## src/rtl/spi_pkg.sv

```systemverilog
// Shared encodings and defaults for the SPI responder byte engine.
package spi_pkg;

    localparam logic       CPOL_IDLE_LOW    = 1'b0;
    localparam logic       CPOL_IDLE_HIGH   = 1'b1;
    localparam logic       CPHA_LEAD_SAMPLE = 1'b0;
    localparam logic       CPHA_LEAD_DRIVE  = 1'b1;
    localparam int         SYNC_STAGES_DEF  = 2;
    localparam logic [7:0] FILL_BYTE_DEF    = 8'hFF;

    typedef enum logic {
        ST_IDLE   = 1'b0,
        ST_ACTIVE = 1'b1
    } spi_state_e;

endpackage

```

## src/rtl/spi_slave_byte_if.sv

```systemverilog
// FIFO-side port bundle: show-ahead tx FIFO read port and rx FIFO write port.
interface spi_slave_byte_if;
    logic [7:0] tx_data;
    logic       tx_empty;
    logic       tx_rdreq;
    logic [7:0] rx_data;
    logic       rx_wrreq;
    logic       rx_full;

    modport slave (
        input  tx_data, tx_empty, rx_full,
        output tx_rdreq, rx_data, rx_wrreq
    );

    modport master (
        output tx_data, tx_empty, rx_full,
        input  tx_rdreq, rx_data, rx_wrreq
    );
endinterface

```

## src/rtl/spi_sync_edge.sv

```systemverilog
// N-stage synchroniser for an asynchronous pin with registered rise/fall pulses.
module spi_sync_edge #(
    parameter int   STAGES  = 2,
    parameter logic RST_VAL = 1'b0
) (
    input  logic sys_clk,
    input  logic n_rst,
    input  logic d_i,
    output logic q_o,
    output logic rise_o,
    output logic fall_o
);
    logic [STAGES-1:0] sync_q;
    logic              level_q;
    logic              rise_q;
    logic              fall_q;

    // Synchroniser chain plus one delayed copy for edge detection.
    always_ff @(posedge sys_clk or negedge n_rst) begin
        if (!n_rst) begin
            sync_q  <= {STAGES{RST_VAL}};
            level_q <= RST_VAL;
            rise_q  <= 1'b0;
            fall_q  <= 1'b0;
        end else begin
            sync_q  <= {sync_q[STAGES-2:0], d_i};
            level_q <= sync_q[STAGES-1];
            rise_q  <= sync_q[STAGES-1] & ~level_q;
            fall_q  <= ~sync_q[STAGES-1] & level_q;
        end
    end

    assign q_o    = sync_q[STAGES-1];
    assign rise_o = rise_q;
    assign fall_o = fall_q;
endmodule

```

## src/rtl/spi_slave_byte.sv

```systemverilog
// SPI responder byte engine: oversampled sclk/mosi/n_cs, MOSI bytes to the rx FIFO,
// show-ahead tx FIFO bytes out on MISO, MSB first.
module spi_slave_byte
    import spi_pkg::*;
#(
    parameter logic       CPOL        = CPOL_IDLE_LOW,
    parameter logic       CPHA        = CPHA_LEAD_SAMPLE,
    parameter logic [7:0] FILL_BYTE   = FILL_BYTE_DEF,
    parameter int         SYNC_STAGES = SYNC_STAGES_DEF
) (
    input  logic                    n_rst,
    input  logic                    sys_clk,
    input  logic                    n_cs,
    input  logic                    sclk,
    input  logic                    mosi,
    output logic                    miso,
    output logic                    miso_oe,
    output logic [7:0]              byte_cnt,
    output logic                    frame_end,
    output logic                    frame_partial,
    output logic                    tx_underrun,
    output logic                    rx_overflow,
    spi_slave_byte_if.slave         fifo
);
    spi_state_e state_q, state_d;
    logic [2:0] bit_cnt_q, bit_cnt_d;
    logic [7:0] byte_cnt_q, byte_cnt_d;
    logic [7:0] tx_sr_q, tx_sr_d;
    logic [7:0] rx_sr_q, rx_sr_d;
    logic [7:0] rx_data_q, rx_data_d;
    logic       load_pending_q, load_pending_d;
    logic       byte_done_q, byte_done_d;
    logic       miso_oe_q, miso_oe_d;
    logic       rx_wrreq_q, rx_wrreq_d;
    logic       rx_overflow_q, rx_overflow_d;
    logic       tx_rdreq_q, tx_rdreq_d;
    logic       tx_underrun_q, tx_underrun_d;
    logic       frame_end_q, frame_end_d;
    logic       frame_partial_q, frame_partial_d;

    logic       sclk_rise_s, sclk_fall_s, ncs_rise_s, ncs_fall_s, mosi_s;
    logic       sclk_lvl_unused, ncs_lvl_unused;
    logic [1:0] mosi_edge_unused;
    logic       lead_s, trail_s, sample_ev_s, drive_ev_s;
    logic       load_s, shift_s, sample_s;

    spi_sync_edge #(.STAGES(SYNC_STAGES), .RST_VAL(CPOL)) u_sclk_sync (
        .sys_clk(sys_clk), .n_rst(n_rst), .d_i(sclk),
        .q_o(sclk_lvl_unused), .rise_o(sclk_rise_s), .fall_o(sclk_fall_s)
    );

    spi_sync_edge #(.STAGES(SYNC_STAGES), .RST_VAL(1'b1)) u_ncs_sync (
        .sys_clk(sys_clk), .n_rst(n_rst), .d_i(n_cs),
        .q_o(ncs_lvl_unused), .rise_o(ncs_rise_s), .fall_o(ncs_fall_s)
    );

    spi_sync_edge #(.STAGES(SYNC_STAGES), .RST_VAL(1'b0)) u_mosi_sync (
        .sys_clk(sys_clk), .n_rst(n_rst), .d_i(mosi),
        .q_o(mosi_s), .rise_o(mosi_edge_unused[0]), .fall_o(mosi_edge_unused[1])
    );

    assign lead_s      = (CPOL == CPOL_IDLE_HIGH) ? sclk_fall_s : sclk_rise_s;
    assign trail_s     = (CPOL == CPOL_IDLE_HIGH) ? sclk_rise_s : sclk_fall_s;
    assign sample_ev_s = (CPHA == CPHA_LEAD_DRIVE) ? trail_s : lead_s;
    assign drive_ev_s  = (CPHA == CPHA_LEAD_DRIVE) ? lead_s : trail_s;

    // State and datapath registers; tx_sr idles at the fill byte so the pad idles at its MSB.
    always_ff @(posedge sys_clk or negedge n_rst) begin
        if (!n_rst) begin
            state_q         <= ST_IDLE;
            bit_cnt_q       <= 3'd0;
            byte_cnt_q      <= 8'd0;
            tx_sr_q         <= FILL_BYTE;
            rx_sr_q         <= 8'd0;
            rx_data_q       <= 8'd0;
            load_pending_q  <= 1'b0;
            byte_done_q     <= 1'b0;
            miso_oe_q       <= 1'b0;
            rx_wrreq_q      <= 1'b0;
            rx_overflow_q   <= 1'b0;
            tx_rdreq_q      <= 1'b0;
            tx_underrun_q   <= 1'b0;
            frame_end_q     <= 1'b0;
            frame_partial_q <= 1'b0;
        end else begin
            state_q         <= state_d;
            bit_cnt_q       <= bit_cnt_d;
            byte_cnt_q      <= byte_cnt_d;
            tx_sr_q         <= tx_sr_d;
            rx_sr_q         <= rx_sr_d;
            rx_data_q       <= rx_data_d;
            load_pending_q  <= load_pending_d;
            byte_done_q     <= byte_done_d;
            miso_oe_q       <= miso_oe_d;
            rx_wrreq_q      <= rx_wrreq_d;
            rx_overflow_q   <= rx_overflow_d;
            tx_rdreq_q      <= tx_rdreq_d;
            tx_underrun_q   <= tx_underrun_d;
            frame_end_q     <= frame_end_d;
            frame_partial_q <= frame_partial_d;
        end
    end

    // Next-state logic: frame control, byte handoff, tx load/shift and rx sampling.
    always_comb begin
        state_d         = state_q;
        bit_cnt_d       = bit_cnt_q;
        byte_cnt_d      = byte_cnt_q;
        tx_sr_d         = tx_sr_q;
        rx_sr_d         = rx_sr_q;
        rx_data_d       = rx_data_q;
        load_pending_d  = load_pending_q;
        byte_done_d     = 1'b0;
        miso_oe_d       = miso_oe_q;
        rx_wrreq_d      = 1'b0;
        rx_overflow_d   = 1'b0;
        tx_rdreq_d      = 1'b0;
        tx_underrun_d   = 1'b0;
        frame_end_d     = 1'b0;
        frame_partial_d = 1'b0;
        load_s          = 1'b0;
        shift_s         = 1'b0;
        sample_s        = 1'b0;

        if (byte_done_q) begin
            rx_data_d      = rx_sr_q;
            rx_wrreq_d     = 1'b1;
            rx_overflow_d  = fifo.rx_full;
            byte_cnt_d     = (byte_cnt_q == 8'hFF) ? 8'hFF : byte_cnt_q + 8'd1;
            load_pending_d = 1'b1;
        end else begin
            rx_wrreq_d = 1'b0;
        end

        case (state_q)
            ST_IDLE: begin
                if (ncs_fall_s) begin
                    state_d        = ST_ACTIVE;
                    bit_cnt_d      = 3'd0;
                    byte_cnt_d     = 8'd0;
                    miso_oe_d      = 1'b1;
                    load_pending_d = (CPHA == CPHA_LEAD_DRIVE);
                    load_s         = (CPHA != CPHA_LEAD_DRIVE);
                end else begin
                    state_d = ST_IDLE;
                end
            end
            ST_ACTIVE: begin
                // Deselect takes priority; any sclk edge in the same cycle is dropped.
                if (ncs_rise_s) begin
                    state_d         = ST_IDLE;
                    miso_oe_d       = 1'b0;
                    frame_end_d     = 1'b1;
                    frame_partial_d = (bit_cnt_q != 3'd0);
                    load_pending_d  = 1'b0;
                end else begin
                    sample_s = sample_ev_s;
                    if (drive_ev_s && load_pending_q) begin
                        load_s         = 1'b1;
                        load_pending_d = 1'b0;
                    end else begin
                        shift_s = drive_ev_s;
                    end
                end
            end
            default: begin
                state_d = ST_IDLE;
            end
        endcase

        if (load_s) begin
            if (!fifo.tx_empty) begin
                tx_sr_d    = fifo.tx_data;
                tx_rdreq_d = 1'b1;
            end else begin
                tx_sr_d       = FILL_BYTE;
                tx_underrun_d = 1'b1;
            end
        end else if (shift_s) begin
            tx_sr_d = {tx_sr_q[6:0], 1'b0};
        end else begin
            tx_sr_d = tx_sr_q;
        end

        if (sample_s) begin
            rx_sr_d     = {rx_sr_q[6:0], mosi_s};
            bit_cnt_d   = bit_cnt_q + 3'd1;
            byte_done_d = (bit_cnt_q == 3'd7);
        end else begin
            byte_done_d = 1'b0;
        end
    end

    assign miso          = tx_sr_q[7];
    assign miso_oe       = miso_oe_q;
    assign byte_cnt      = byte_cnt_q;
    assign frame_end     = frame_end_q;
    assign frame_partial = frame_partial_q;
    assign tx_underrun   = tx_underrun_q;
    assign rx_overflow   = rx_overflow_q;
    assign fifo.tx_rdreq = tx_rdreq_q;
    assign fifo.rx_data  = rx_data_q;
    assign fifo.rx_wrreq = rx_wrreq_q;
endmodule

```

## src/flat_wrapper.sv

```systemverilog
// flat-port wrapper written by rule: the top's interface ports become plain ports
module spi_slave_byte_flat import spi_pkg::*;
#(
    parameter logic       CPOL        = CPOL_IDLE_LOW,
    parameter logic       CPHA        = CPHA_LEAD_SAMPLE,
    parameter logic [7:0] FILL_BYTE   = FILL_BYTE_DEF,
    parameter int         SYNC_STAGES = SYNC_STAGES_DEF
)
  (n_rst, sys_clk, n_cs, sclk, mosi, miso, miso_oe, byte_cnt, frame_end, frame_partial, tx_underrun, rx_overflow, fifo_tx_data, fifo_tx_empty, fifo_rx_full, fifo_tx_rdreq, fifo_rx_data, fifo_rx_wrreq);
  spi_slave_byte_if fifo_i ();
  input  logic n_rst;
  input  logic sys_clk;
  input  logic n_cs;
  input  logic sclk;
  input  logic mosi;
  output logic miso;
  output logic miso_oe;
  output logic [7:0] byte_cnt;
  output logic frame_end;
  output logic frame_partial;
  output logic tx_underrun;
  output logic rx_overflow;
  input wire logic [$bits(fifo_i.tx_data)-1:0] fifo_tx_data;
  input wire logic [$bits(fifo_i.tx_empty)-1:0] fifo_tx_empty;
  input wire logic [$bits(fifo_i.rx_full)-1:0] fifo_rx_full;
  output wire logic [$bits(fifo_i.tx_rdreq)-1:0] fifo_tx_rdreq;
  output wire logic [$bits(fifo_i.rx_data)-1:0] fifo_rx_data;
  output wire logic [$bits(fifo_i.rx_wrreq)-1:0] fifo_rx_wrreq;
  assign fifo_i.tx_data = fifo_tx_data;
  assign fifo_i.tx_empty = fifo_tx_empty;
  assign fifo_i.rx_full = fifo_rx_full;
  assign fifo_tx_rdreq = fifo_i.tx_rdreq;
  assign fifo_rx_data = fifo_i.rx_data;
  assign fifo_rx_wrreq = fifo_i.rx_wrreq;
  spi_slave_byte #(.CPOL(CPOL), .CPHA(CPHA), .FILL_BYTE(FILL_BYTE), .SYNC_STAGES(SYNC_STAGES)) u_core (.n_rst(n_rst), .sys_clk(sys_clk), .n_cs(n_cs), .sclk(sclk), .mosi(mosi), .miso(miso), .miso_oe(miso_oe), .byte_cnt(byte_cnt), .frame_end(frame_end), .frame_partial(frame_partial), .tx_underrun(tx_underrun), .rx_overflow(rx_overflow), .fifo(fifo_i));
endmodule
```

## config.mk

```make
export PLATFORM = sky130hd
export DESIGN_NAME = spi_slave_byte_flat
export DESIGN_NICKNAME = d
export VERILOG_FILES = /design/src/rtl/spi_pkg.sv /design/src/rtl/spi_slave_byte_if.sv /design/src/rtl/spi_sync_edge.sv /design/src/rtl/spi_slave_byte.sv /design/src/flat_wrapper.sv
export SDC_FILE = /design/constraint.sdc
export NUM_CORES = 1
export LEC_CHECK = 0
export CAP_MARGIN = 20
export CORE_ASPECT_RATIO = 0.6
export CORE_MARGIN = 3
export CORE_UTILIZATION = 40
export DETAILED_ROUTE_END_ITERATION = 12
export HOLD_SLACK_MARGIN = 0.1
export SYNTH_ARGS = -nofsm -noshare
export SYNTH_HDL_FRONTEND = slang
export SYNTH_HIERARCHICAL = 1
export SYNTH_SLANG_ARGS = --single-unit
```

## constraint.sdc

```tcl
create_clock -name sys_clk -period 1.3 [get_ports sys_clk]
set_input_delay 0.325 -clock sys_clk [delete_from_list [all_inputs] [get_ports sys_clk]]
set_output_delay 0.325 -clock sys_clk [all_outputs]
set_load 0.02 [all_outputs]
```

# Word level (Yosys, flattened, before mapping)
# Index checks and enable logic that the tools add are counted.
# op_classes
mux,40
bitwise,9
n_eq_ne,5
addsub,2
n_reduce_logical,6
# ops
operator,count
8-bit two-way mux,7
1-bit two-way mux,26
3-bit two-way mux,3
"8-bit by 1-bit adder with 8-bit output, second input constant",1
"8-bit equality test, second input constant",1
1-bit case mux with 2 select lines,4
"2-bit != test, second input constant",3
1-bit NOT,5
1-bit AND,4
2-bit AND reduction,2
2-bit nonzero test,2
"3-bit by 1-bit adder with 3-bit output, second input constant",1
"3-bit equality test, second input constant",1
3-bit nonzero test,1
1-bit logical AND,1
# word_totals
input_bits,15
register_bits,57

# Logic depth before layout (Yosys ltp)
# Gate-level depths: netlist of run 1.
# logic_depth
word_depth,6
mapped_depth,5
mapped_depth_nobuf,4

# Modules after synthesis
# Netlist of run 1, hierarchy kept.
# by_module_without_submodules
mod,area_each_um2,n_inst,cells_per_inst
spi_slave_byte,2009.4,1,179
spi_sync_edge at u_core.u_mosi_sync ...,140.1,2,7
spi_sync_edge at u_core.u_ncs_sync,143.9,1,7

# Least setup slack after synthesis of run 1
# Ideal clock, no wire load.
# synth_timing
path_kind,flip-flop to flip-flop
startpoint,"register u_core.byte_cnt_q[0], in the netlist u_core/byte_cnt[0]"
endpoint,"register u_core.byte_cnt_q[7], in the netlist u_core/byte_cnt[7]"
arrival_ns,1.274
setup_slack_ns,-0.115
setup_time_ns,0.140
stages_incl_launch_ff,5
required_time_ns,1.160
synth_period_minus_slack_ns,1.415
path_cell_list,dfrtp_1 ha_1 and4_2 nor4_1 a211oi_1
# synth_between
elab_chain_cells,5
word_cells_on_any_way,6
cone_classes,1 x add/sub; 1 x eq/ne; 4 x mux
# synth_lines
element,line_no,rtl
start: declaration,spi_slave_byte.sv:27,"logic [7:0] byte_cnt_q, byte_cnt_d;"
start signal: assignment,spi_slave_byte.sv:88,byte_cnt_q <= byte_cnt_d;
8-bit by 1-bit adder with 8-bit output / 8-bit equality test (equally long branches),spi_slave_byte.sv:129,byte_cnt_d = (byte_cnt_q == 8'hFF) ? 8'hFF : byte_cnt_q + 8'd1;
8-bit two-way mux *,spi_slave_byte.sv:129,
8-bit two-way mux *,spi_slave_byte.sv:125,if (byte_done_q) begin
8-bit two-way mux,spi_slave_byte.sv:137,if (ncs_fall_s) begin
8-bit two-way mux *,spi_slave_byte.sv:135,case (state_q)
net u_core.byte_cnt_d[7],spi_slave_byte.sv:27,
# Mark *: on every way through the listed nets, which the timed path passes. The rest lies on a longest branch.
# A chain may end at the register's enable or synchronous reset.

# Worst setup path in the final report of run 1
# layout_timing
startpoint,"register u_core.byte_cnt_q[3], in the netlist u_core/byte_cnt[3]"
endpoint,"register u_core.byte_cnt_q[5], in the netlist u_core/byte_cnt[5]"
# Same word-level chain as after synthesis.

==> results of run 1 <==
## critical path, stage by stage (launching register included)
cell and delay, ns:
dfrtp_2 0.36, buf_6 0.11, inv_4 0.04, or4_4 0.51
a31oi_1 0.20
## cell usage in the layout, fill, tap and decap left out, drive strengths merged, types with 3 or more instances in the layout
cell type and n:
dfrtp 46, nor2b 3, inv 10, nand3 6, buf 49, ha 4
nor2 22, and2b 3, clkbuf 11, mux2 16, o21ai 19, clkinv 3
clkdlybuf4s50 13, a21oi 5, and4 3, a22o 7, a31oi 5, dfstp 11
nand2 4
## worst max-delay path by stage
stage	to	slack [ns]	cells after the start
after floorplan	u_core/byte_cnt[7]$_DFF_PN0_	-0.003	4
after global placement	miso	-0.13	1
after detailed placement	u_core/tx_sr_q[7]$_DFFE_PN1P_	-0.16	4
after CTS	miso	-0.03	1
after global routing	miso	-0.03	1
final	u_core/byte_cnt[5]$_DFF_PN0_	-0.006	4
## state kept, by name (all words and copies together), names as in the netlist, 2 cells and up
signal	cells
u_core/fifo.rx_data	8
u_core/byte_cnt	8
u_core/u_sclk_sync/sync_q	2
u_core/u_mosi_sync/sync_q	2
u_core/tx_sr_q	8
u_core/u_ncs_sync/sync_q	2
u_core/rx_sr_q	8
u_core/bit_cnt_q	3
## power by group
group | switching [mW] | total (mW) | internal [mW]
registers | 0.193 | 2.32 | 2.13
clock network | 0.659 | 1.54 | 0.881
logic | 0.309 | 0.678 | 0.369
## layout make-up
class	count	share of cell area, %
sequential	57	45.9
clock inverter	5	1.78
timing repair buffer	65	16.7
inverter	10	1.27
tap	77	3.05
clock buffer	11	4.16
multi-input combinational	118	27.1
## repair_timing
item | CTS | global route
setup endpoints to repair | 28 | 23
resized for setup | 94 | 21
hold buffers | 1 | 0
hold endpoints to repair | 46 | 0
setup buffers | 1 | 9
pin swaps | 3 | 2
## metal layers
metal	vias to the layer above	part of all wire, %	global-route usage, %
met5	-	0	0
met4	0	0.21	3.27
met3	4	6.0	7.56
met2	57	46	24.3
met1	826	47	19.7
li1	818	-	-
## per-stage QoR
| stage | util [%] | setup slack [ns] | hold WS [ns] |
|---|---|---|---|
| after floorplan | - | -0.00310 | 0.0294 |
| after global placement | 54.6 | -0.129 | 0.332 |
| after CTS | 57.3 | -0.0342 | 0.354 |
| after detailed placement | 54.6 | -0.156 | 0.338 |
| after global routing | 58.9 | -0.0305 | 0.360 |
| final | 58.9 | -0.00592 | 0.352 |
==> impl_metrics.json, run 1 <==
{
  "drt_iter0_drc": 107,
  "hold_start": "u_core/u_mosi_sync/sync_q[0]$_DFF_PN0_",
  "cts_root_buf": "clkbuf_8",
  "clk_pin_slew_ns": 0.06,
  "start_util_pct": 43.8,
  "first_pass_iters": 5,
  "post-route-drc-count": 0,
  "violations": "negative setup slack",
  "clock_skew_ns": 0.00549,
  "num_vias": 1705,
  "dpl.hpwl_mm": 3.28,
  "grt_pass1_vias": 1771,
  "dieHeight_um": 65.3,
  "drv_cap": 0,
  "gr-total-overflow": 0,
  "wl_per_cell_um": 14.1,
  "areaGrowthSynthToFinish_pct": 34.7,
  "cts_sinks": 57,
  "critical_path.startpoint": "u_core/byte_cnt[3]$_DFF_PN0_",
  "place.port_buffers": 38,
  "tns_ns": -0.00592,
  "core_area_mm2": 0.00536,
  "hold_depth": 0,
  "drive_gt1_share_pct": 43.2,
  "crit_fanout": 4,
  "r2r_setup_slack_ns": -0.006,
  "chipWidth_um": 105,
  "clk_latency_ns": 0.32,
  "crit-reg2reg-launch": "u_core/byte_cnt[3]$_DFF_PN0_",
  "numCtsBuffers": 9,
  "vias_per_cell": 4.97,
  "hold_class": "flop to flop",
  "required_ns": 1.54,
  "postSynthCellCount": 195,
  "dpl_cell_area_mm2": 0.00293,
  "dp_cells": 316,
  "setup_viol": 1,
  "relSlewSlack_pct": 77.5,
  "regToRegEndpoint": "u_core/byte_cnt[5]$_DFF_PN0_",
  "io_pins": 39,
  "antenna_found_initial": 0,
  "place_congestion": 0.845,
  "nFillCells": 468,
  "grt_pass1_wl_mm": 8.32,
  "syn_nets": 214,
  "max_freq_ghz": 0.766,
  "powerDensity_mw_per_mm2": 1440,
  "clock_path_buffers": 2,
  "layout.nets": 280,
  "std_cell_rows": 20,
  "p_total_mw": 4.54,
  "register_area_mm2": 0.00145,
  "ant_nets": 0,
  "whs_endpoint": "u_core/u_mosi_sync/sync_q[1]$_DFF_PN0_",
  "fin_area_mm2": 0.00316,
  "start_kind": "flop",
  "htreeDepth": 3,
  "syn_avg_cell_area_um2": 12.0,
  "cts_tree": "done",
  "outcome": "complete, but fails checks",
  "grtUsageTotal_pct": 15.5,
  "worstSetupPathType": "flop to flop",
  "antennaDiodeCount": 0,
  "vdd_ir_drop_max_mv": 0.765,
  "grt_max_degree": 58,
  "tightest_slew_ns": 0.337,
  "r2r_cells": 4,
  "finalHoldViolCount": 0,
  "period_needed_ns": 1.31,
  "yosysWarningCount": 6,
  "period_share_pct": 100,
  "maxSlewViolCount": 0,
  "fin_cells": 343,
  "rsz0062_at_grt": "true",
  "arrival_ns": 1.54,
  "p_leak_nw": 1.50,
  "drt-total-wl_mm": 4.85,
  "end_kind": "flop",
  "worst_slack_ns": -0.00592,
  "dieArea_mm2": 0.00684,
  "syn_area_mm2": 0.00234,
  "multi_input_area_um2": 855
}
(Power assumes the default switching activity.)
==> inputs of run 2 (changes only) <==
Settings changed: SLEW_MARGIN set to 40.
==> results of run 2 <==
Final layout, timing and power as in run 1 (identical DEF).
==> inputs of run 3 (changes only) <==
Settings changed: RECOVER_POWER set to 100, TNS_END_PERCENT set to 20.
Clock period 1.3 ns to 1.7 ns, I/O delays scaled along.
==> run 3 against run 2 <==
  * The run now ends clean
  * Hold slack worse by 0.0028 ns
  * Critical path depth shrank 3
  * Wire length fell by 4.7%
  * Utilization is 3.2 points lower
  * Global-route usage down 0.61 points
  * Register-to-register slack gained 0.16 ns
  * Final area fell by 5.4%
  * First-iteration DRC count down 25%
  * Combinational power fell by 30%
  * Highest routed layer unchanged
==> impl_metrics.json, run 3 (synthesis results as in run 1) <==
{
  "outcome": "complete, no violations",
  "cts_setup_buffers": 0,
  "num_vias": 1586,
  "cts_root_buf": "clkbuf_8",
  "chipWidth_um": 105,
  "place.port_buffers": 38,
  "p_comb_share_pct": 12.9,
  "antenna_found_initial": 0,
  "first_pass_iters": 5,
  "p_switching_uw": 883,
  "tightest_slew_ns": 0.767,
  "std_cell_rows": 20,
  "layout.cells.most_common": "dfrtp_1",
  "place_congestion": 0.776,
  "clock_skew_ns": 0.0103,
  "hold_class": "flop to flop",
  "grt_max_degree": 58,
  "drive_gt1_share_pct": 22.3,
  "vdd_ir_drop_max_mv": 0.607,
  "whs_ns": 0.349,
  "antennaDiodeCount": 0,
  "tns_ns": 0,
  "switching_share_pct": 24.1,
  "clk_latency_ns": 0.33,
  "cts_tree": "done",
  "max_freq_ghz": 0.622,
  "wl_per_cell_um": 14.3,
  "regToRegEndpoint": "u_core/fifo.rx_data[6]$_DFFE_PN0P_",
  "p_int_mw": 2.77,
  "layout.nets": 261,
  "maxSlewViolCount": 0,
  "clock_path_buffers": 2,
  "cts_sinks": 57,
  "dieArea_mm2": 0.00684,
  "end_kind": "primary output",
  "io_pins": 39,
  "path_cells": "dlygate4sd2_1",
  "worstSetupPathType": "flop to primary output",
  "grt_pass1_vias": 1647,
  "seqPwrFrac_pct": 48.4,
  "arrival_ns": 1.18,
  "vias_per_cell": 4.90,
  "drt-total-wl_mm": 4.62,
  "dpl.hpwl_mm": 3.13,
  "drt_iter0_drc": 80,
  "powerDensity_mw_per_mm2": 1220,
  "dpl_cell_area_mm2": 0.00283,
  "crit-reg2reg-launch": "u_core/byte_done_q$_DFF_PN0_",
  "period_needed_ns": 1.61,
  "dieHeight_um": 65.3,
  "critPathTopFamily": "flip-flops",
  "grt_pass1_wl_mm": 7.96,
  "hold_depth": 0,
  "crit_fanout": 2,
  "rsz0062_at_grt": "false",
  "numCtsBuffers": 9,
  "fin_area_mm2": 0.00299,
  "setup_viol": 0,
  "period_share_pct": 94.5,
  "required_ns": 1.27,
  "areaGrowthSynthToFinish_pct": 27.4,
  "slowest_delay_ns": 0.53,
  "hold_start": "u_core/u_mosi_sync/sync_q[0]$_DFF_PN0_",
  "crit_buf_inv": 1,
  "drv_cap": 0,
  "r2r_setup_slack_ns": 0.15,
  "grtUsageTotal_pct": 14.9,
  "core_area_mm2": 0.00536,
  "finalHoldViolCount": 0,
  "gr-total-overflow": 0,
  "p_leak_nw": 1.43,
  "htreeDepth": 3,
  "cp_slowest_cell": "dfstp_2",
  "clk_pin_slew_ns": 0.07,
  "start_kind": "flop",
  "start_util_pct": 43.8,
  "ant_nets": 0,
  "r2r_cells": 2,
  "pwr-share-clk_pct": 38.7,
  "relSlewSlack_pct": 48.9,
  "post-route-drc-count": 0,
  "whs_endpoint": "u_core/u_mosi_sync/sync_q[1]$_DFF_PN0_",
  "layout_common_cells": "46 x dfrtp_1, 22 x nor2_1, 19 x dlygate4sd2_1, 19 x o21ai_0, 16 x mux2_2"
}
[run 3: changes by cell type in the layout (fill, tap and decap cells not counted), sizes merged]
| cell | change |
|---|---|
| dlygate4sd2 | +19 |
| dlygate4sd3 | +3 |
| bufinv | +1 |
| clkinv | -1 |
| buf | -44 |
| clkbuf | +8 |
| clkdlybuf4s15 | -2 |
| clkdlybuf4s50 | -3 |
[run 3: metal layers]
| layer | vias up | track usage (%) | share of wire (%) |
|---|---|---|---|
| met5 | - | 0 | 0 |
| met2 | 35 | 21.4 | 42 |
| li1 | 774 | - | - |
| met3 | 6 | 6.58 | 5.5 |
| met4 | 0 | 5.40 | 1.1 |
| met1 | 771 | 20.1 | 51 |
[run 3: worst max-delay path by stage]
stage          depth (start not counted)  slack, ns                             to                      startpoint
6_report                               1       0.09                           miso   u_core/tx_sr_q[7]$_DFFE_PN1P_
3_5_place_dp                           4       0.14  u_core/tx_sr_q[5]$_DFFE_PN1P_                   fifo_tx_empty
3_3_place_gp                           1       0.17                           miso   u_core/tx_sr_q[7]$_DFFE_PN1P_
5_1_grt                                1       0.04                    byte_cnt[3]    u_core/byte_cnt[3]$_DFF_PN0_
4_1_cts                                1      0.002                  frame_partial  u_core/frame_partial$_DFF_PN0_
2_1_floorplan                          4       0.29   u_core/byte_cnt[7]$_DFF_PN0_    u_core/byte_cnt[0]$_DFF_PN0_
[run 3: metrics by stage]
stage                     cells  utilization, %  power [mW]  setup slack [ns]
after detailed placement    307            52.8        2.30             0.143
after global placement      307            52.8        2.27             0.170
after floorplan             195               -        2.09             0.285
after global routing        324            55.7        3.85            0.0373
final                       324            55.7        3.66            0.0931
after CTS                   324            56.8        3.71           0.00158
[run 3: power by group through the flow]
stage / clock network [mW] / logic (mW) / registers [mW]
2_1_floorplan: 0 / 0.309 / 1.78
3_5_place_dp: 0 / 0.507 / 1.79
4_1_cts: 1.45 / 0.496 / 1.77
6_report: 1.41 / 0.472 / 1.77
5_1_grt: 1.51 / 0.538 / 1.80
3_3_place_gp: 0 / 0.488 / 1.78
[run 3: repair_timing]
action	in CTS	in global routing
hold buffers	1	0
setup endpoints to repair	19	5
resized for setup	19	5
endpoints found under the hold margin	33	0
[run 3: area by class of cell]
cell class,count,area (µm²)
repair buffers,46,375
well taps,77,96.3
inverters,10,37.5
multi-input cells,118,807
flip-flops and latches,57,1440
fillers,474,2370
clock buffers,11,151
clock inverters,5,77.6
[run 3: worst register-to-register path: stages (launching register included)]
cell	delay [ns]
dfrtp_1	0.42
clkbuf_1	0.59
mux2_2	0.41
